## src/rtl/k_rpack_t1.sv

```systemverilog
// k_rpack_t1: read-side drain engine for the 2-deep CDC FIFO.
// Pops data_size-bit words via rrdy/rget and packs PACK of them (lane 0 in
// the LSBs) into one wide word presented on a registered valid/ready stream.
// A flush pulse forces out a partially filled word.
// Optional feature macro: K_RPACK_PARITY_EN adds per-lane even parity m_par.
// Ports:
//   rclk, rrst_n        read-domain clock, synchronous active-low reset
//   rdata, rrdy, rget   FIFO read port (rget is combinational)
//   flush               single-cycle partial-word request
//   m_data, m_cnt       packed word and number of valid lanes
//   m_valid, m_ready    output stream handshake
//   m_par               per-lane parity (K_RPACK_PARITY_EN only)
module k_rpack_t1 #(
   parameter int unsigned data_size = 8,
   parameter int unsigned PACK      = 4,
   parameter int unsigned CNT_W     = 3
) (
   input  logic                      rclk,
   input  logic                      rrst_n,
   input  logic [data_size-1:0]      rdata,
   input  logic                      rrdy,
   output logic                      rget,
   input  logic                      flush,
   output logic [data_size*PACK-1:0] m_data,
   output logic [CNT_W-1:0]          m_cnt,
   output logic                      m_valid,
   input  logic                      m_ready
`ifdef K_RPACK_PARITY_EN
   ,
   output logic [PACK-1:0]           m_par
`endif
);

   localparam int unsigned IDX_W = (PACK > 1) ? $clog2(PACK) : 1;
   localparam int unsigned W     = data_size * PACK;

   typedef enum logic {FILL = 1'b0, HOLD = 1'b1} state_t;

   state_t           state, state_next;
   logic [IDX_W-1:0] idx, idx_next;
   logic [W-1:0]     data_next;
   logic [CNT_W-1:0] cnt_next;
   logic             valid_next;

   // Pop whenever filling, or when the presented word is being accepted.
   assign rget = rrst_n & rrdy & ((state == FILL) | ((state == HOLD) & m_ready));

   // Next-state, lane capture and output-word computation.
   always_comb begin
      state_next = state;
      idx_next   = idx;
      data_next  = m_data;
      cnt_next   = m_cnt;
      case (state)
         FILL: begin
            if (rget) begin
               for (int i = 0; i < int'(PACK); i++) begin
                  if (idx == IDX_W'(i)) data_next[i*data_size +: data_size] = rdata;
               end
               // Last lane or flush with a pop: popped word is included.
               if ((idx == IDX_W'(PACK - 1)) || flush) begin
                  state_next = HOLD;
                  cnt_next   = CNT_W'(idx) + CNT_W'(1);
                  idx_next   = '0;
               end else begin
                  idx_next = idx + IDX_W'(1);
               end
            end else if (flush && (idx != '0)) begin
               state_next = HOLD;
               cnt_next   = CNT_W'(idx);
               idx_next   = '0;
            end
         end
         HOLD: begin
            // Handshake: start a fresh cleared word, overlapping its first pop.
            if (m_ready) begin
               state_next = FILL;
               cnt_next   = '0;
               data_next  = '0;
               idx_next   = '0;
               if (rget) begin
                  data_next[data_size-1:0] = rdata;
                  idx_next                 = IDX_W'(1);
               end
            end
         end
         default: begin
            state_next = FILL;
         end
      endcase
      valid_next = (state_next == HOLD);
   end

   // State and registered outputs.
   always_ff @(posedge rclk) begin
      if (!rrst_n) begin
         state   <= FILL;
         idx     <= '0;
         m_data  <= '0;
         m_cnt   <= '0;
         m_valid <= 1'b0;
      end else begin
         state   <= state_next;
         idx     <= idx_next;
         m_data  <= data_next;
         m_cnt   <= cnt_next;
         m_valid <= valid_next;
      end
   end

`ifdef K_RPACK_PARITY_EN
   logic [PACK-1:0] par_next;

   // Parity tracks the word being registered; cleared lanes give 0.
   always_comb begin
      par_next = '0;
      for (int i = 0; i < int'(PACK); i++) begin
         par_next[i] = ^data_next[i*data_size +: data_size];
      end
   end

   always_ff @(posedge rclk) begin
      if (!rrst_n) m_par <= '0;
      else         m_par <= par_next;
   end
`endif

endmodule

```

## config.mk

```make
export PLATFORM = sky130hd
export DESIGN_NAME = k_rpack_t1
export DESIGN_NICKNAME = d
export VERILOG_FILES = /design/src/rtl/k_rpack_t1.sv
export SDC_FILE = /design/constraint.sdc
export NUM_CORES = 1
export LEC_CHECK = 0
export ABC_AREA = 1
export BUFFER_PORTS_ARGS = -buffer_cell sky130_fd_sc_hd__buf_2
export CAP_MARGIN = 5
export CORE_MARGIN = 2
export CORE_UTILIZATION = 54
export DETAILED_ROUTE_END_ITERATION = 10
export GPL_ROUTABILITY_DRIVEN = 0
export PLACE_DENSITY = 0.85
export SLEW_MARGIN = 25
export SYNTH_ARGS = -nofsm -noshare
export SYNTH_HDL_FRONTEND = slang
export SYNTH_SLANG_ARGS = --single-unit
```

## constraint.sdc

```tcl
create_clock -name rclk -period 2.11 [get_ports rclk]
set_clock_uncertainty 0.15 [all_clocks]
set_input_delay 0.3165 -clock rclk [delete_from_list [all_inputs] [get_ports rclk]]
set_output_delay 0.3165 -clock rclk [all_outputs]
set_load 0.1 [all_outputs]
```

* After elaboration in Yosys (flattened, before gate mapping) *
Cells that the tools add are included.

word-level totals
  register bits = 38
  latch bits = 0
  RAM bits = 0
  memory bits (read-only) = 0
  input bits = 13
  word-level logic and storage cells = 59
  memories kept = 0

operators by class
  $add $sub $neg = 2
  $mul = 0
  div/mod/pow operators = 0
  $lt $le $gt $ge = 0
  equality and inequality tests = 11
  shift operators = 0
  mux-type cells = 24
  bitwise operators = 5
  reductions and logical operators = 10

operators with widths
  kind                 number
  $mux 32              2
  $pmux 32 s2          1
  $mux 8               5
  $reduce_and 3->1     5
  $mux 3               4
  $mux 2               4
  $ne 2x1->1 const B   4
  $ne 3x2->1 const B   2
  $pmux 3 s2           1
  $mux 1               5
  $eq 2x2->1 const B   2
  $ne 2x2->1 const B   2
  $pmux 2 s2           1
  $add 2x1->3 const B  1
  $and 1x1->1          3
  $add 2x1->2 const B  1
  $eq 2x1->1 const B   1
  $logic_not 2->1      1
  $pmux 1 s2           1
  $reduce_and 2->1     1
  $reduce_bool 2->1    1
  $logic_and 1x1->1    1
  $logic_or 1x1->1     1
  $not 1->1            1
  $or 1x1->1           1

* Depth between registers and ports, before layout *
Gate-level depths: netlist of run 1.

  depth in word-level cells = 6
  mapped depth = 9
  gate-level depth less buffers = 9

* Least setup slack after synthesis of run 1 *
OpenSTA, ideal clock, no wires.

  path kind = reg2out
  start = register state
  end = output rget
  data arrival time = 1.962 ns
  data required time = 1.644 ns
  path slack = -0.319 ns
  cell stages (with the launch flop) = 5
  buffers on the path = 1
  cells stage by stage = dfxtp_1 -> nand2_2 -> nand2_2 -> buf_6 -> inv_1

between the ends
  longest elaborated chain between the ends = 3

ends and longest elaborated chain
  item                                      RTL line  RTL
  start, declared                           39        state_t state, state_next;
  start signal, assigned                    103       state <= state_next;
  $and 1x1->1 or $not 1->1 (tied branches)  --
  $or 1x1->1 *                              46        assign rget = rrst_n & rrdy & ((state == FILL) | ((state == HOLD) & m_ready));
  $and 1x1->1 *                             46
  end, declared                             22        output logic rget,

Every way passes the cells marked *; elsewhere a longest branch is shown, timed or not.

* Worst setup path in the final report of run 1 *
Same ends and word-level chain as after synthesis.

==> results by stage, run 1 <==
Floorplanning:
- The floorplan step defined a core boundary enclosing between 3000 and 4000 sq um.
- Once the floorplan was initialized, standard cells occupied roughly 56% of the core.
- The width of the die is approximately 60 um.
- The chip height is ~60 um.
- The number of placed I/O pins is 50.
- The cell row count is 20.
- The die covers around 3600 sq um.

Global route:
- The largest net degree at the start of global routing is 29.
- Global routing finished with a remaining overflow of 0.
- The initial antenna violation count is 0.
- The overall routing resource usage is between 20% and 30%.
- The global-route wire length before repair is slightly above 6 mm.
- The via count of the first global-routing pass is 1410.

Detailed routing:
- The top layer used by detailed routing is met4.
- The iteration count of the initial detailed-routing pass is 4.
- The total length of routed wires is 3.82 mm.
- After detailed routing, the average wire length per cell comes to between 10 and 15 um.
- The count of vias placed by the detailed router is ~1700.
- After the first detailed-routing iteration, the DRC count stood at 74.
- The wire length on met2 is ~1.7 mm.
- The average vias per placed instance is roughly 5.1.
- The detailed router put a total of 1.80 mm of wire on met1.
- The routed length on met3 is 261 um.
- In the routed design, unresolved DRC markers number 0.
- The final antenna-violating net count is 0.

Finish:
- The area added between synthesis and finish is 20.4%.
- The number of diodes is 0.
- The fraction of layout instances using a drive strength above 1 is between 20% and 30%.
- Summing all multi-input logic gate instances after layout gives a little under 800 sq um.
- The layout has ~260 filler cells.
- The final layout contains around 310 nets.
- Once layout is complete, the utilization of the core stands at 67.7%.
- Registers take 762 sq um.

Power:
- The power per standard cell area is approximately 750 nW/um^2.
- The static leakage is approximately 0.00099 uW.
- Across the VDD grid, the largest voltage drop is between 0.4 and 0.5 mV.

Hold path:
- The path class of the tightest hold or removal check is in2reg.

Yosys:
- The cell taking the most area after synthesis is sky130_fd_sc_hd__dfxtp_1.
- The sequential cell area fraction in the yosys report is 45.1%.
- The dominant synthesized flop cell is sky130_fd_sc_hd__dfxtp_1.
- The post-synthesis net count is between 200 and 300.
- The most numerous cell in the Yosys netlist is sky130_fd_sc_hd__nand2_1.
- The share of Yosys cell area claimed by the top area cell type is between 40% and 50%.
- Counting instances in the post-synthesis netlist gives the leading cell types as sky130_fd_sc_hd__nand2_1 (66), sky130_fd_sc_hd__dfxtp_1 (38), sky130_fd_sc_hd__a21oi_1 (36).
- In the post-synthesis netlist, the biggest area contributors are sky130_fd_sc_hd__dfxtp_1 (45%), sky130_fd_sc_hd__nand2_1 (15%), sky130_fd_sc_hd__a21oi_1 (11%).
- Synthesis inferred 38 register bits.
- Synthesis produced a netlist whose cell count is between 200 and 250.
- The average cell area after synthesis is roughly 7.1 sq um.
- The count of flip-flops with a built-in enable after synthesis is 0.
- In the synthesized netlist the async set-or-reset flop fraction comes to 0%.
- The synthesized netlist contains 19 unique library cells.
- Yosys printed 0 warnings.
- The combined area of all synthesized cells is approximately 1700 sq um.

Setup path:
- Data on the critical path arrives at its endpoint at 1.50 ns.
- For the worst setup path, the data required time is roughly 1.6 ns.
- The cell family contributing the most delay on the critical path is flip-flops.
- Along the worst path, the maximum fanout reaches 13.
- The critical path goes through nand2_2, nand2_4, inv_1, buf_12.
- The combined buffer and inverter count along the critical path is 2.
- The worst setup path is captured at an output pin.
- The startpoint type of the worst setup path is a flip-flop.
- The kind of critical path is reg2out.
- The largest individual stage delay along the critical path comes from the cell sky130_fd_sc_hd__dfxtp_2.
- In this design, the stage delay of the slowest critical-path cell is between 0.4 and 0.5 ns.

Placement:
- Once detailed placement completed, the half-perimeter wirelength came to 2.87 mm.
- Port buffering added slightly below 50 buffers.

Status:
- The flow ran to the end, and the final reports show no timing, DRC or antenna violations.

STA:
- The shortest period the worst path allows is approximately 2 ns.
- Of the available clock period, the critical path in the final layout requires 93.0%.
- The relative slew slack is 67.3%.
- The max-slew violation count is 0.
- Setup violations remaining at the end of the flow were counted as 0.
- Summed over all failing endpoints, the final setup total negative slack is 0 ns.
- The final count of hold timing violations is 0.
- The transition time at the pin with the least slew margin is between 0.4 and 0.5 ns.
- Setup repair after global routing left no endpoint under its margin.
- The fmax is 510 MHz.

Flow run:
- Across the run, the number of max-cap violations was 0.

CTS:
- The root buffer cell is sky130_fd_sc_hd__clkbuf_4.
- The number of buffers between clock root and the deepest sink is 2.
- Clock-pin slew was measured on the worst setup and hold paths at between 0.1 and 0.15 ns.
- The number of buffers added by the clock tree synthesis step is 5.
- The clock tree from TritonCTS is done.
- The cts-stage hold buffer count is 0.
- The number of levels the H-tree was split into is 2.
- Clock tree synthesis found a total of 38 sinks.
- The clock latency reported for the late side of the worst-skew pair is between 0.3 and 0.4 ns.
-- state kept, by name, summed over array words and instances (netlist names) --
name and flops:
idx 2, state 1, m_data 32, m_cnt 3
-- layout make-up --
class                      instances  share of cell area [%]
sequential                        38                    37.5
tap                               33                    2.03
clock inverter                     2                   0.616
multi-input combinational        167                    39.0
timing repair buffer              50                    13.2
clock buffer                       6                    2.52
inverter                          28                    5.17
-- cell families (layout without fill, tap and decap cells) --
kind of cell | count (synthesis) | after routing | share of synthesized area [%]
and+or+nand+nor | 116 | 116 | 28.8
AOI/OAI and AO/OA | 47 | 47 | 14.8
adders and majority gates | 4 | 4 | 2.97
DFF | 38 | 38 | 45.1
buffers and inverters | 34 | 86 | 8.30
-- worst min-delay path, cell delays in order --
cell	delay (ns)
sky130_fd_sc_hd__buf_2	0.11
sky130_fd_sc_hd__nand2_1	0.06
sky130_fd_sc_hd__a21oi_1	0.05
-- cells in the final DEF (no fill, tap or decap), drive strengths merged --
master	instances
nand3	5
ha	4
inv	27
clkbuf	6
nor3	2
o21ai	9
buf	50
o211ai	2
clkinv	2
a21oi	36
clkinvlp	1
nor2	38
nand2	71
dfxtp	38
-- report_power, final --
part           internal [uW]  switching, uW
Sequential               742           16.5
Combinational           69.3            291
Clock                    160            243
Total                    972            551
-- metal layers --
layer  vias up  GRT usage (%)
met4         0           6.67
li1        851              -
met2        61           35.7
met5         -              0
met1       734           31.6
met3         5           6.28
-- per-stage QoR --
stage | total power [uW] | instances | hold slack, ns | setup slack (ns) | cell area (sq um)
finish | 1520 | 324 | 0.0651 | 0.148 | 2030
global route | 1580 | 324 | 0.0680 | 0.0813 | 2030
CTS | 1530 | 324 | 0.0601 | 0.0668 | 2030
detailed placement | 1130 | 316 | 0.300 | 0.391 | 1960
global placement | 1130 | 316 | 0.297 | 0.419 | 1960
floorplan | 1070 | 239 | 0.314 | 0.0623 | 1690
-- final timing paths --
check / startpoint / end / slack, ns / depth (start not counted)
worst max-delay path: state / rget / 0.15 / 4
worst min-delay path: rdata[1] / m_data[25] / 0.07 / 3
worst max register to register: idx[0] / m_data[5] / 0.49 / 8
worst min register to register: m_data[10] / m_data[10] / 0.32 / 2
-- timing repair --
item                       CTS  global route
gates resized for setup      0             1
setup endpoints to repair    0             1
buffers inserted             0             0
Note: power is estimated with default switching activity, not from simulation.
==> run 2: changes to the inputs <==
--- a/config.mk
+++ b/config.mk
@@ -9,10 +9,11 @@
 export BUFFER_PORTS_ARGS = -buffer_cell sky130_fd_sc_hd__buf_2
 export CAP_MARGIN = 5
 export CORE_MARGIN = 2
-export CORE_UTILIZATION = 54
+export CORE_UTILIZATION = 45
 export DETAILED_ROUTE_END_ITERATION = 10
 export GPL_ROUTABILITY_DRIVEN = 0
-export PLACE_DENSITY = 0.85
+export GPL_TIMING_DRIVEN = 0
+export PLACE_DENSITY = 0.76
 export SLEW_MARGIN = 25
 export SYNTH_ARGS = -nofsm -noshare
 export SYNTH_HDL_FRONTEND = slang
==> constraint.sdc (replaced) <==
create_clock -name rclk -period 1.72 [get_ports rclk]
set_clock_uncertainty 0.15 [all_clocks]
set_input_delay 0.258 -clock rclk [delete_from_list [all_inputs] [get_ports rclk]]
set_output_delay 0.258 -clock rclk [all_outputs]
set_load 0.1 [all_outputs]
==> run 2 against run 1 <==
Power rose by 37%; largest cell class unchanged; highest routed layer unchanged; global-route usage fell by 2.7 points; utilization fell by 8.6 points; final area rose by 5.7%; non-clock buffer count rose by 5; flip-flop and latch count did not move; clock power rose by 74%; setup slack got worse by 0.043 ns.
==> results by stage, run 2 (synthesis gave the netlist of run 1 again) <==
Status:
- Result of the run: finished, final reports clean (unchanged).

Placement:
- The post-placement cell count is 336 (was 316).
- The count of input and output buffers was 49 (unchanged).
- The HPWL after detailed placement is 2.92 mm (was 2.87 mm).
- The placed cell area came to 2010 sq um (was 1960 sq um).

CTS:
- The number of levels the H-tree was split into is 2 (unchanged).
- The root buffer cell is sky130_fd_sc_hd__clkbuf_8 (was sky130_fd_sc_hd__clkbuf_4).
- The clock edge transition at the registers on the reported setup and hold paths is 0.08 ns (was 0.12 ns).
- The number of buffers added by the clock tree synthesis step came to 5 (unchanged).
- The clock tree from TritonCTS is done (unchanged).
- The number of buffers between clock root and the deepest sink is 2 (unchanged).
- The clock latency reported for the late side of the worst-skew pair is 0.29 ns (was 0.35 ns).
- The clock sink count is 38 (unchanged).
- The cts-stage hold buffer count is 0 (unchanged).

STA:
- The setup-violating endpoint count in the final report came to 0 (unchanged).
- The smallest hold slack is 0.0710 ns (was 0.0651 ns).
- The final count of hold timing violations is 0 (unchanged).
- The relative slew slack is 67.4% (was 67.3%).
- Unrepaired setup endpoints after global routing: yes (was no).
- The transition time at the pin with the least slew margin is 0.492 ns (was 0.493 ns).
- The summed negative setup slack over all endpoints is 0 ns (unchanged).
- The worst path uses a little over nine tenths of the clock period.
- The max-slew violation count is 0 (unchanged).
- The fmax is 619 MHz.
- The worst path needs between 1.5 and 2 ns of the cycle, external delays included.

Global route:
- The via count of the first global-routing pass came to 1557 (was 1410).
- The global-route layer with the greatest usage is met2 (unchanged).
- The met3 track utilization from global routing is 6.51% (was 6.28%).
- The routing usage on met1 came to 22.8% (was 31.6%).
- The remaining global-route overflow is 0 (unchanged).
- The global-route wire length before repair is 6.66 mm (was 6.22 mm).
- The largest net degree at the start of global routing is 12 (was 29).
- The initial antenna violation count was 0 (unchanged).
- The met2 usage is 35.2% (was 35.7%).
- The overall routing resource usage is 20.4% (was 23.1%).

Finish:
- Commonest cells after routing, fill and taps aside: sky130_fd_sc_hd__nand2_1 (67), sky130_fd_sc_hd__buf_2 (49), sky130_fd_sc_hd__a21oi_1 (36), sky130_fd_sc_hd__dfxtp_1 (36), sky130_fd_sc_hd__nor2_1 (34) (was sky130_fd_sc_hd__nand2_1 (66), sky130_fd_sc_hd__buf_2 (48), sky130_fd_sc_hd__dfxtp_1 (37)).
- The net total in the final layout came to 313 (was 307).
- The flip-flop count of the largest register after layout was 32 (unchanged).
- The register name with the most flops is m_data (unchanged).
- The fill cell instance count of the final layout is 370 (was 261).
- The number of diodes is 0 (unchanged).
- The area added between synthesis and finish is 27.2% (was 20.4%).
- The final instance count without filler cells was 345 (was 324).
- The area taken by flip-flops and latches is 766 sq um (was 762 sq um).
- The most frequent standard cell in the layout excluding fill and tap cells is sky130_fd_sc_hd__nand2_1 (unchanged).
- The area occupied by multi-input gates is 813 sq um (was 792 sq um).
- The core utilization of the finished layout is 59.1% (was 67.7%).
- The cell area after layout was 2150 sq um (was 2030 sq um).
- The fraction of layout instances using a drive strength above 1 was 26.3% (was 25.1%).
- Top Registers: m_data x32, m_cnt x3, idx x2 (unchanged).

Detailed routing:
- The remaining design rule violation count is 0 (unchanged).
- The final antenna-violating net count was 0 (unchanged).
- The initial detailed-routing violation count is 104 (was 74).
- The iteration count of the initial detailed-routing pass is 5 (was 4).
- The post-detailed-route wirelength per cell is 11.4 um (was 11.8 um).
- The total length of routed wires came to 3.94 mm (was 3.82 mm).
- The count of vias placed by the detailed router is 1673 (was 1651).
- The average vias per placed instance is 4.85 (was 5.10).

Flow run:
- The reported max-cap violation count was 0 (unchanged).

Setup path:
- The kind of critical path is reg2out (unchanged).
- The arrival time at the worst endpoint came to 1.21 ns (was 1.50 ns).
- The startpoint type of the worst setup path is a flip-flop (unchanged).
- The kind of capture point of the worst setup path was an output pin (unchanged).
- The data required time of the worst path is 1.31 ns (was 1.64 ns).
- The combined buffer and inverter count along the critical path was 2 (unchanged).
- The slowest stage cell on the critical path was sky130_fd_sc_hd__buf_2 (was sky130_fd_sc_hd__dfxtp_2).
- The top fanout value on the critical path came to 5 (was 13).
- The biggest cell delay along the critical path is 0.42 ns (was 0.49 ns).
- Worst path cell trace: buf_4, buf_2 (was nand2_2, nand2_4, inv_1, buf_12).
- The critical path's top delay family is buffers and inverters (was flip-flops).

Floorplanning:
- The starting density of the core is 46.5% (was 56.2%).
- The number of placed I/O pins is 50 (unchanged).
- The core region area is 3630 sq um (was 3000 sq um).
- The chip height is 65.2 um (was 59.9 um).
- The cell row count is 22 (was 20).
- The floorplan die area is 4260 sq um (was 3590 sq um).
- The width of the die is 65.2 um (was 59.9 um).

Power:
- The maximum VDD drop is 0.773 mV (was 0.433 mV).
- The power per standard cell area is 974 nW/um^2 (was 750 nW/um^2).
- The static leakage came to 0.00103 uW (was 0.000988 uW).

Hold path:
- The path type of the worst min-delay path is in2reg (unchanged).
==> run 2: path summary, 6_finish.rpt <==
kind / start / to / slack, ns / cells past startpoint
hold / removal: rdata[0] / m_data[24] / 0.07 / 3
setup reg to reg: idx[1] / m_data[7] / 0.13 / 8
hold reg to reg: m_data[24] / m_data[24] / 0.31 / 2
setup / recovery: state / m_valid / 0.11 / 2
==> run 2: layer usage <==
metal | vias to the layer above | wire length (um)
met4 | 0 | 127
met1 | 757 | 1690
met2 | 39 | 1920
met5 | - | 0
li1 | 863 | -
met3 | 14 | 202
==> run 2: what timing repair did <==
item / in CTS / in global routing
endpoints found under the setup margin: 1 / 12
hold endpoints to repair: 0 / 0
resized for setup: 4 / 3
buffers inserted: 1 / 0
cloned: 0 / 1
pin swaps: 0 / 1
==> run 2: final cells by class <==
cell class	count	share of cell area, %
plain buffers	5	1.11
clock buffers	8	5.13
inverters	28	5.19
multi-input cells	168	37.9
flip-flops and latches	38	35.7
well taps	48	2.80
repair buffers	50	12.2
==> run 2: power by group <==
part,switching [uW],internal (uW)
clock network,299,404
registers,15.0,910
logic,372,90.9
total,685,1410
==> run 2: per-stage QoR <==
step	setup slack, ns	total power [uW]
3_3_place_gp	0.0423	1390
5_1_grt	0.00184	2180
3_5_place_dp	0.0209	1400
4_1_cts	0.0296	2110
2_1_floorplan	-0.0223	1310
6_report	0.106	2090
==> run 2: worst register-to-register path, stage by stage (launching register included) <==
cell	delay [ns]
sky130_fd_sc_hd__dfxtp_1	0.35
sky130_fd_sc_hd__inv_1	0.12
sky130_fd_sc_hd__ha_1	0.18
sky130_fd_sc_hd__inv_1	0.06
sky130_fd_sc_hd__o21ai_2	0.20
sky130_fd_sc_hd__nand2_2	0.15
sky130_fd_sc_hd__inv_4	0.12
sky130_fd_sc_hd__o21ai_0	0.09
sky130_fd_sc_hd__nor2_1	0.11
